## src/rtl/ram_rd_streamer.sv

```systemverilog
// Streams LEN consecutive RAM words (wrapping at RAM_DEPTH) out on a valid/ready port.
// A credit-limited read pipe and a small FWFT FIFO cover the RAM's registered read latency.
module ram_rd_streamer #(
  parameter int RAM_WIDTH  = 8,
  parameter int RAM_DEPTH  = 1024,
  parameter int RD_LATENCY = 2,
  localparam int AW = $clog2(RAM_DEPTH)
) (
  input  logic                 clk,
  input  logic                 rst,
  input  logic                 start,
  input  logic [AW-1:0]        base_addr,
  input  logic [AW:0]          length,
  output logic                 busy,
  output logic                 done,
  output logic [AW-1:0]        ram_addr_rd,
  input  logic [RAM_WIDTH-1:0] ram_data_out,
  output logic [RAM_WIDTH-1:0] m_data,
  output logic                 m_valid,
  output logic                 m_last,
  input  logic                 m_ready
);
  // Stream handshake: a word transfers on any cycle with m_valid && m_ready;
  // m_valid never drops and m_data never changes until that transfer happens.

  localparam int FIFO_DEPTH = RD_LATENCY + 2;
  localparam int CW = $clog2(FIFO_DEPTH + 1);
  localparam int PW = $clog2(FIFO_DEPTH);

  typedef enum logic [1:0] {S_IDLE, S_RUN, S_DONE} state_t;

  state_t                 r_state, w_next;
  logic [AW:0]            r_issue_left, r_rcv_left;
  logic [AW-1:0]          r_addr;
  logic [RD_LATENCY-1:0]  r_pipe;
  logic [RAM_WIDTH-1:0]   r_fifo [FIFO_DEPTH];
  logic [PW-1:0]          r_wr_ptr, r_rd_ptr;
  logic [CW-1:0]          r_count;

  logic [CW-1:0]          w_inflight;
  logic [CW:0]            w_occ;
  logic                   w_issue, w_push, w_pop, w_last_hs;
  logic [AW-1:0]          w_addr_nxt;
  logic [PW-1:0]          w_wr_nxt, w_rd_nxt;

  always_comb begin
    w_inflight = '0;
    for (int i = 0; i < RD_LATENCY; i++) w_inflight = w_inflight + CW'(r_pipe[i]);
  end

  // Credit uses registered occupancy only, so a same-cycle pop never frees a slot early.
  assign w_occ      = {1'b0, r_count} + {1'b0, w_inflight};
  assign w_issue    = (r_state == S_RUN) && (r_issue_left != '0) && (w_occ < (CW+1)'(FIFO_DEPTH));
  assign w_push     = r_pipe[RD_LATENCY-1];
  assign m_valid    = (r_count != '0);
  assign m_data     = r_fifo[r_rd_ptr];
  assign m_last     = m_valid && (r_rcv_left == (AW+1)'(1));
  assign w_pop      = m_valid && m_ready;
  assign w_last_hs  = w_pop && (r_rcv_left == (AW+1)'(1));
  assign w_addr_nxt = (r_addr == AW'(RAM_DEPTH-1)) ? '0 : r_addr + 1'b1;
  assign w_wr_nxt   = (r_wr_ptr == PW'(FIFO_DEPTH-1)) ? '0 : r_wr_ptr + 1'b1;
  assign w_rd_nxt   = (r_rd_ptr == PW'(FIFO_DEPTH-1)) ? '0 : r_rd_ptr + 1'b1;
  assign ram_addr_rd = r_addr;

  always_ff @(posedge clk) begin
    if (rst) r_state <= S_IDLE;
    else     r_state <= w_next;
  end

  always_comb begin
    w_next = r_state;
    busy   = 1'b0;
    done   = 1'b0;
    case (r_state)
      S_IDLE: if (start) w_next = (length == '0) ? S_DONE : S_RUN;
      S_RUN: begin
        busy = 1'b1;
        if (w_last_hs) w_next = S_DONE;
      end
      S_DONE: begin
        busy   = 1'b1;
        done   = 1'b1;
        w_next = S_IDLE;
      end
      default: w_next = S_IDLE;
    endcase
  end

  always_ff @(posedge clk) begin
    if (rst) begin
      r_addr       <= '0;
      r_issue_left <= '0;
      r_rcv_left   <= '0;
      r_pipe       <= '0;
      r_wr_ptr     <= '0;
      r_rd_ptr     <= '0;
      r_count      <= '0;
    end else begin
      if (r_state == S_IDLE && start) begin
        r_addr       <= base_addr;
        r_issue_left <= length;
        r_rcv_left   <= length;
      end else begin
        if (w_issue) begin
          r_addr       <= w_addr_nxt;
          r_issue_left <= r_issue_left - 1'b1;
        end
        if (w_pop) r_rcv_left <= r_rcv_left - 1'b1;
      end
      r_pipe <= (r_pipe << 1) | RD_LATENCY'(w_issue);
      if (w_push) r_wr_ptr <= w_wr_nxt;
      if (w_pop)  r_rd_ptr <= w_rd_nxt;
      case ({w_push, w_pop})
        2'b10:   r_count <= r_count + 1'b1;
        2'b01:   r_count <= r_count - 1'b1;
        default: r_count <= r_count;
      endcase
    end
  end

  // Storage needs no reset: the pointers and count define what is live.
  always_ff @(posedge clk) begin
    if (w_push) r_fifo[r_wr_ptr] <= ram_data_out;
  end

  always_ff @(posedge clk) begin
    if (!rst && w_push) assert (r_count != CW'(FIFO_DEPTH));
  end
endmodule

```

## config.mk

```make
export PLATFORM = sky130hd
export DESIGN_NAME = ram_rd_streamer
export DESIGN_NICKNAME = d
export VERILOG_FILES = /design/src/rtl/ram_rd_streamer.sv
export SDC_FILE = /design/constraint.sdc
export NUM_CORES = 1
export LEC_CHECK = 0
export BUFFER_PORTS_ARGS = -buffer_cell sky130_fd_sc_hd__buf_2
export CORE_MARGIN = 2
export CORE_UTILIZATION = 51
export DETAILED_ROUTE_END_ITERATION = 8
export GPL_TIMING_DRIVEN = 0
export PLACE_DENSITY_LB_ADDON = 0.1
export SLEW_MARGIN = 20
export SYNTH_ARGS = -nofsm -noshare
export SYNTH_HDL_FRONTEND = slang
export SYNTH_SLANG_ARGS = --single-unit
```

## constraint.sdc

```tcl
create_clock -name clk -period 2.41 [get_ports clk]
set_clock_uncertainty 0.15 [all_clocks]
set_input_delay 0.3615 -clock clk [delete_from_list [all_inputs] [get_ports clk]]
set_output_delay 0.3615 -clock clk [all_outputs]
set_load 0.05 [all_outputs]
```

==> metrics, run 1 <==
status=finished with violations; failing checks=setup timing; ANT cells=0; Reg2Reg Launch Point=r_rcv_left[2]; Register Area=1870 µm²; FFs w/ async S/R, synth=0%; design area=4240 µm²; Worst Hold End=r_fifo[3][1]; unrepaired setup endpoints after global routing=true; critical path launch point type=register; Reg clk slew, reported paths=80 ps; GR Util All Layers=20.3%; maxcap violations=0; syn_nets=379; crit share post-route=109%; Hold Fails Final Rpt=0; vias in the first global route=approximately 2,600; layout cell share with drive strength beyond 1=25.3%; RD Place Congestion=0.919; Clock power frac=29.4%; clock sink count=between 70 and 80; Die W=87.5 µm; synth warn=0; Pins Over Slew Limit=0; CP Cell Sequence=or4_4, or4b_4, nor3b_4, buf_6; reg2reg path depth=6; relative slew slack=57.4%; drt via density=5.62; antenna violations before repair=0; WP buf/inv=1; Least-Margin Pin Slew=634 ps; Post-DRT Antenna Nets=0; H-tree depth=3; Initial Utilization=52.6%; wirelength, routed=~7500 µm; Syn-to-layout area delta=19.2%; Seq pwr share=46.4%; CTS root buf=clkbuf_8; synthesized flop and latch total=a little under 80; Max Clk Rate=381 MHz; Internal=roughly 2300 µW; routed vias=2,737; pwr dens=794 nW/µm²; Switching Share=around a third; Hold Crit Class=in -> reg; Critical Path AT=about 2100 ps; die span in y=87.5 µm; Top-Level Pins=55; Net Sw Power=between 1000 and 1500 µW; Post-DP HPWL=5450 µm; CTS Buf Count=9; CTS max path bufs=2; largest net degree at the start of global routing=16; Hold Crit Start=ram_data_out[1]; worst hold slack=between 70 and 80 ps; row cnt=30; Die Area=between 7000 and 8000 µm²; Worst R2R End=r_state[0]; Clk Latency, worst-skew pair=350 ps; core area=6760 µm²; sequential fraction of the synthesis area=52.3%; Combinational Power Share=24.2%; Mapped Avg Cell Area=10.7 µm²; grt ovf=0; LEAKAGE=0.00160 µW; fin crit period=2630 ps; CP Data Required Time=~1900 ps; drt pass-1 iters=4; setup ws final=-218 ps; multi-input logic area=1630 µm²; Setup Crit Path Kind=reg -> out; DRC Markers=0; fin util=62.8%; slowest CP cell=or4_4; CP peak stage delay=530 ps; final count of negative-setup-slack endpoints=3; Power, Total=3370 µW; crit-path max FO=2; Post-Syn Area=3560 µm²; IO buf count=54; Cell variety after synth=43; Worst Setup End Kind=output pin; commonest register cell after synthesis=dfxtp_1; number of DRC markers in iteration 0=111; Mapped Cells=331; CTS tree=done; worst hold path cell count=1; VDD IR-drop max=0.403 mV; Post-synth EDFFs=32; Top delay family on crit path=simple AND/OR/NAND/NOR gates; FF-to-FF setup slack=-130 ps; post-place instance area=3940 µm²; DR WL/cell=15.4 µm; first-pass GRT wire length=12,000 µm; Layout Nets=450; Fillers=557
metal layers:
metal / track usage [%] / routed length, µm
met5: 0 / 0
met2: 34.6 / 3700
met1: 25.7 / 3380
met4: 7.41 / 108
met3: 3.70 / 289
registers in the layout, indices dropped and copies added (netlist names), named ones only:
name / cells
r_count: 3
r_rd_ptr: 2
ram_addr_rd: 10
r_rcv_left: 11
r_issue_left: 11
r_fifo: 32
r_pipe: 2
r_state: 2
r_wr_ptr: 2
cell usage after synthesis (all sizes together) (6+ instances only):
cell type	n	area, µm²
xor2	14	123
nor2	29	109
ha	14	175
xnor2	9	78.8
a21oi	31	155
inv	16	60.1
mux4	8	180
nor3	8	40.0
nor4	8	50.1
o21ai	7	35.0
dfxtp	45	901
nand3	14	70.1
clkbuf	11	41.3
a31oi	6	37.5
edfxtp	32	961
o21bai	10	75.1
and2	6	37.5
nand2	16	60.1
or3	8	52.6
power by group through the flow:
stage	sequential, µW	combinational [µW]	clock, µW
final	1560	816	989
after global routing	1580	899	1070
after CTS	1560	792	1010
after detailed placement	1580	767	0
after global placement	1580	761	0
after floorplan	1640	512	0
cells by family (layout without fill, tap and decap cells):
group,count (synthesis),count (layout),synth area share (%)
adders and majority gates,15,15,5.49
AOI/OAI and AO/OA,68,68,11.7
and+or+nand+nor,111,111,16.5
buffers and inverters,28,104,2.95
xor gates and xnor gates,23,23,5.66
muxes,9,9,5.35
DFF,77,77,52.3
cell type report:
class | instances | area share (%)
multi-input cells | 226 | 38.5
inverters | 16 | 1.42
repair buffers | 61 | 7.76
clock inverters | 7 | 1.92
clock buffers | 9 | 2.92
plain buffers | 11 | 1.06
flip-flops and latches | 77 | 44.0
well taps | 80 | 2.36
through the flow:
step                      worst slack, ps  cells  TNS [ps]
after floorplan                      4.45    331         0
after global placement               -321    465      -637
after detailed placement             -361    465      -852
after CTS                            -283    484      -545
after global routing                 -269    487      -620
final                                -218    487      -407
repair_timing:
item / CTS / global route
hold buffers: 0 / 0
setup endpoints to repair: 15 / 38
pin swaps: 6 / 4
gates resized for setup: 8 / 10
setup buffers: 4 / 3
worst max path at each step:
stage                             to  depth (start not counted)     startpoint  slack [ps]
after floorplan               m_last                          3  r_rcv_left[2]           4
after global placement    r_count[2]                          8     r_count[0]        -320
after detailed placement  r_count[2]                          8     r_count[0]        -360
after CTS                     m_last                          4  r_rcv_left[3]        -280
after global routing          m_last                          4  r_rcv_left[2]        -270
final                         m_last                          4  r_rcv_left[2]        -220
layout by cell type, fill, tap and decap left out, types with 4 or more instances in the layout:
cell type and n:
dfxtp_1 41, xor2_1 14, buf_4 7, nand3b_1 4, nor2_1 29, nand4_1 4
nand3_1 14, o21ai_0 6, mux4_2 8, o21bai_1 10, clkbuf_1 7, ha_1 14
and2_1 6, a21oi_1 31, a211oi_1 4, clkbuf_8 9, nor4_1 8, xnor2_1 9
nand2_1 16, dfxtp_2 4, a31oi_1 6, or3_1 6, buf_2 53, edfxtp_1 32
nor3_1 8, inv_1 16
(Power assumes the default switching activity.)
==> run 2: changes to the inputs <==
--- a/config.mk
+++ b/config.mk
@@ -7,9 +7,11 @@
 export LEC_CHECK = 0
 export BUFFER_PORTS_ARGS = -buffer_cell sky130_fd_sc_hd__buf_2
 export CORE_MARGIN = 2
-export CORE_UTILIZATION = 51
+export CORE_UTILIZATION = 50
+export CTS_CLUSTER_SIZE = 28
 export DETAILED_ROUTE_END_ITERATION = 8
 export GPL_TIMING_DRIVEN = 0
+export HOLD_SLACK_MARGIN = 0.1
 export PLACE_DENSITY_LB_ADDON = 0.1
 export SLEW_MARGIN = 20
 export SYNTH_ARGS = -nofsm -noshare
==> run 2 against run 1 <==
The run still ends with setup timing left. Clock power is 12% higher. Worst hold slack improved by 73 ps. Utilization increased by 1.4 points. Wire length up 4.8%. Non-clock buffer count rose by 10. First-iteration DRC count rose by 1.8%. Via count rose by 1.1%. Power is 4.3% higher. Fmax shrank 0.45%. Critical path depth unchanged. Final cell count is 5.3% higher. Sequential share of layout area down 1.4 points. Critical path type unchanged.
==> metrics, run 2 (synthesis gave the netlist of run 1 again) <==
status=finished with violations; failing checks=setup timing; most frequent cells in the layout=buf_2, dfxtp_1, edfxtp_1, a21oi_1, nor2_1; Top Layer Used=met4; unrepaired setup endpoints after global routing=true; FF-to-FF setup slack=-90 ps (+40 ps); CP Cell Sequence=or4_4, or4b_4, nor3b_4, buf_6; Top delay family on crit path=simple AND/OR/NAND/NOR gates; Fillers=568 (+2.0%); Switching Share=32.2% (-0.64 points); drt pass-1 iters=5 (+1); largest registers=r_fifo x32, r_issue_left x11, r_rcv_left x11; VDD IR-drop max=0.380 mV (-5.7%); CTS Buf Count=9 (unchanged); RD Place Congestion=0.953 (+3.8%); clock sink count=77 (unchanged); crit-path max FO=2 (unchanged); CTS max path bufs=2 (unchanged); reg2reg path depth=6 (unchanged); WP buf/inv=1 (unchanged); LEAKAGE=0.00165 µW (+3.2%); Max Clk Rate=379 MHz (-0.45%); Pins Over Slew Limit=0 (unchanged); Seq pwr share=44.5% (-1.9 points); Largest register FFs=32 (unchanged); Power, Total=3510 µW (+4.3%); WL met1=3430 µm (+1.3%); die span in y=88.3 µm (+0.95%); wirelength, routed=7840 µm (+4.8%); ANT cells=0 (unchanged); Setup Crit Path Kind=reg -> out; Critical Path AT=2130 ps (about the same); pwr dens=802 nW/µm² (+0.98%); relative slew slack=57.8% (+0.40 points); Syn-to-layout area delta=23.2%; critical path launch point type=register; setup ws final=-229 ps (-11.9 ps); Register Area=1870 µm² (about the same); layout cell share with drive strength beyond 1=25.2% (-0.13 points); Die Area=7800 µm² (+1.9%); Top-Level Pins=55 (unchanged); row cnt=30 (unchanged); Hold Fails Final Rpt=0 (unchanged); Least-Margin Pin Slew=628 ps (-5.93 ps); CP Data Required Time=1900 ps (about the same); pre-CTS setup slack=-471 ps (-110 ps); DR WL/cell=15.3 µm (-0.49%); worst hold path cell count=3 (+2); Clock power frac=31.6% (+2.2 points); Worst Hold End=ram_addr_rd[8]; design area=4380 µm² (+3.3%); Worst Setup End Kind=output pin; number of DRC markers in iteration 0=113 (+1.8%); Combinational Power Share=23.9% (-0.3 points); fin crit period=2640 ps (+11.9 ps); Setup TNS=-316 ps (+91.2 ps); Post-DRT Antenna Nets=0 (unchanged); Net Sw Power=1130 µW (+2.3%); final count of negative-setup-slack endpoints=2 (-1); CTS tree=done; routed wl met2=3960 µm (+6.9%); Initial Utilization=52.1% (-0.58 points); maxcap violations=0 (unchanged); most common cell after layout, fill and taps aside=buf_2; Internal=2380 µW (+5.3%); Layout Nets=460 (+2.2%); Worst R2R End=r_state[0]; Hold Crit Class=in -> reg; Clk Latency, worst-skew pair=350 ps (about the same); Reg clk slew, reported paths=90 ps (about the same); slowest CP cell=or4b_4; vias in the first global route=2,712 (+5.9%); largest net degree at the start of global routing=16 (unchanged); grt ovf=0 (unchanged); DRC Markers=0 (unchanged); GR Util All Layers=21.3% (+1.0 points); CP peak stage delay=540 ps (about the same); drt via density=5.39 (-4.1%); wire length on met3=391 µm (+35%); core area=6830 µm² (+1.1%); Hold Crit Start=base_addr[8]; H-tree depth=3 (unchanged); CTS root buf=clkbuf_8; crit share post-route=110% (+0.49 points); Reg2Reg Launch Point=r_rcv_left[2]; first-pass GRT wire length=12,700 µm (+5.8%); worst hold slack=146 ps (+73.2 ps); post-place instance area=3960 µm² (+0.51%); routed vias=2,766 (+1.1%); Die W=88.3 µm (+0.95%); antenna violations before repair=0 (unchanged); Post-DP HPWL=5500 µm (+0.85%); multi-input logic area=1630 µm² (unchanged); IO buf count=54 (unchanged); Most flops, register=r_fifo
[run 2: cell types whose count changed in the layout (fill, tap and decap cells not counted), sizes merged]
cell / change
dlygate4sd3: +8
bufinv: +1
clkinv: -1
buf: +2
[run 2: cell type report]
class / count / share of cell area (%)
buffer: 11 / 1.03
sequential: 77 / 42.6
inverter: 16 / 1.37
clock inverter: 7 / 2.40
multi-input combinational: 226 / 37.3
tap: 96 / 2.74
timing repair buffer: 71 / 9.77
clock buffer: 9 / 2.83
[run 2: worst max-delay path by stage]
stage                              from         end  slack [ps]  cells past startpoint
after floorplan           r_rcv_left[2]      m_last           4                      3
after global placement       r_count[0]  r_count[2]        -460                      8
after detailed placement     r_count[0]  r_count[2]        -470                      8
after CTS                 r_rcv_left[3]      m_last        -300                      4
after global routing      r_rcv_left[2]      m_last        -280                      4
final                     r_rcv_left[2]      m_last        -230                      4
[run 2: repair_timing]
item | CTS | global route
hold buffers | 8 | 0
resized for setup | 8 | 12
hold endpoints to repair | 32 | 0
buffers inserted | 5 | 5
pin swaps | 4 | 10
setup endpoints to repair | 19 | 37
[run 2: metrics by stage]
step,util [%],cells
2_1_floorplan,-,331
3_3_place_gp,57.9,481
3_5_place_dp,57.9,481
4_1_cts,63.4,509
5_1_grt,64.1,513
6_report,64.1,513
[run 2: power by group through the flow]
stage          logic [µW]  clock network, µW  registers, µW
2_1_floorplan         512                  0           1640
3_3_place_gp          760                  0           1580
3_5_place_dp          771                  0           1580
4_1_cts               816               1130           1560
5_1_grt               919               1190           1580
6_report              840               1110           1560
[run 2: metal layers]
layer	track usage, %	vias to the layer above
li1	-	1370
met1	26.6	1318
met2	36.2	72
met3	4.66	6
met4	8.13	0
met5	0	-
[run 2: tightest hold or removal path, delay by kind of cell]
family / cells / cell delay [ps]
compound gates: 1 / 50
buf+inv: 1 / 100
simple gates: 1 / 90
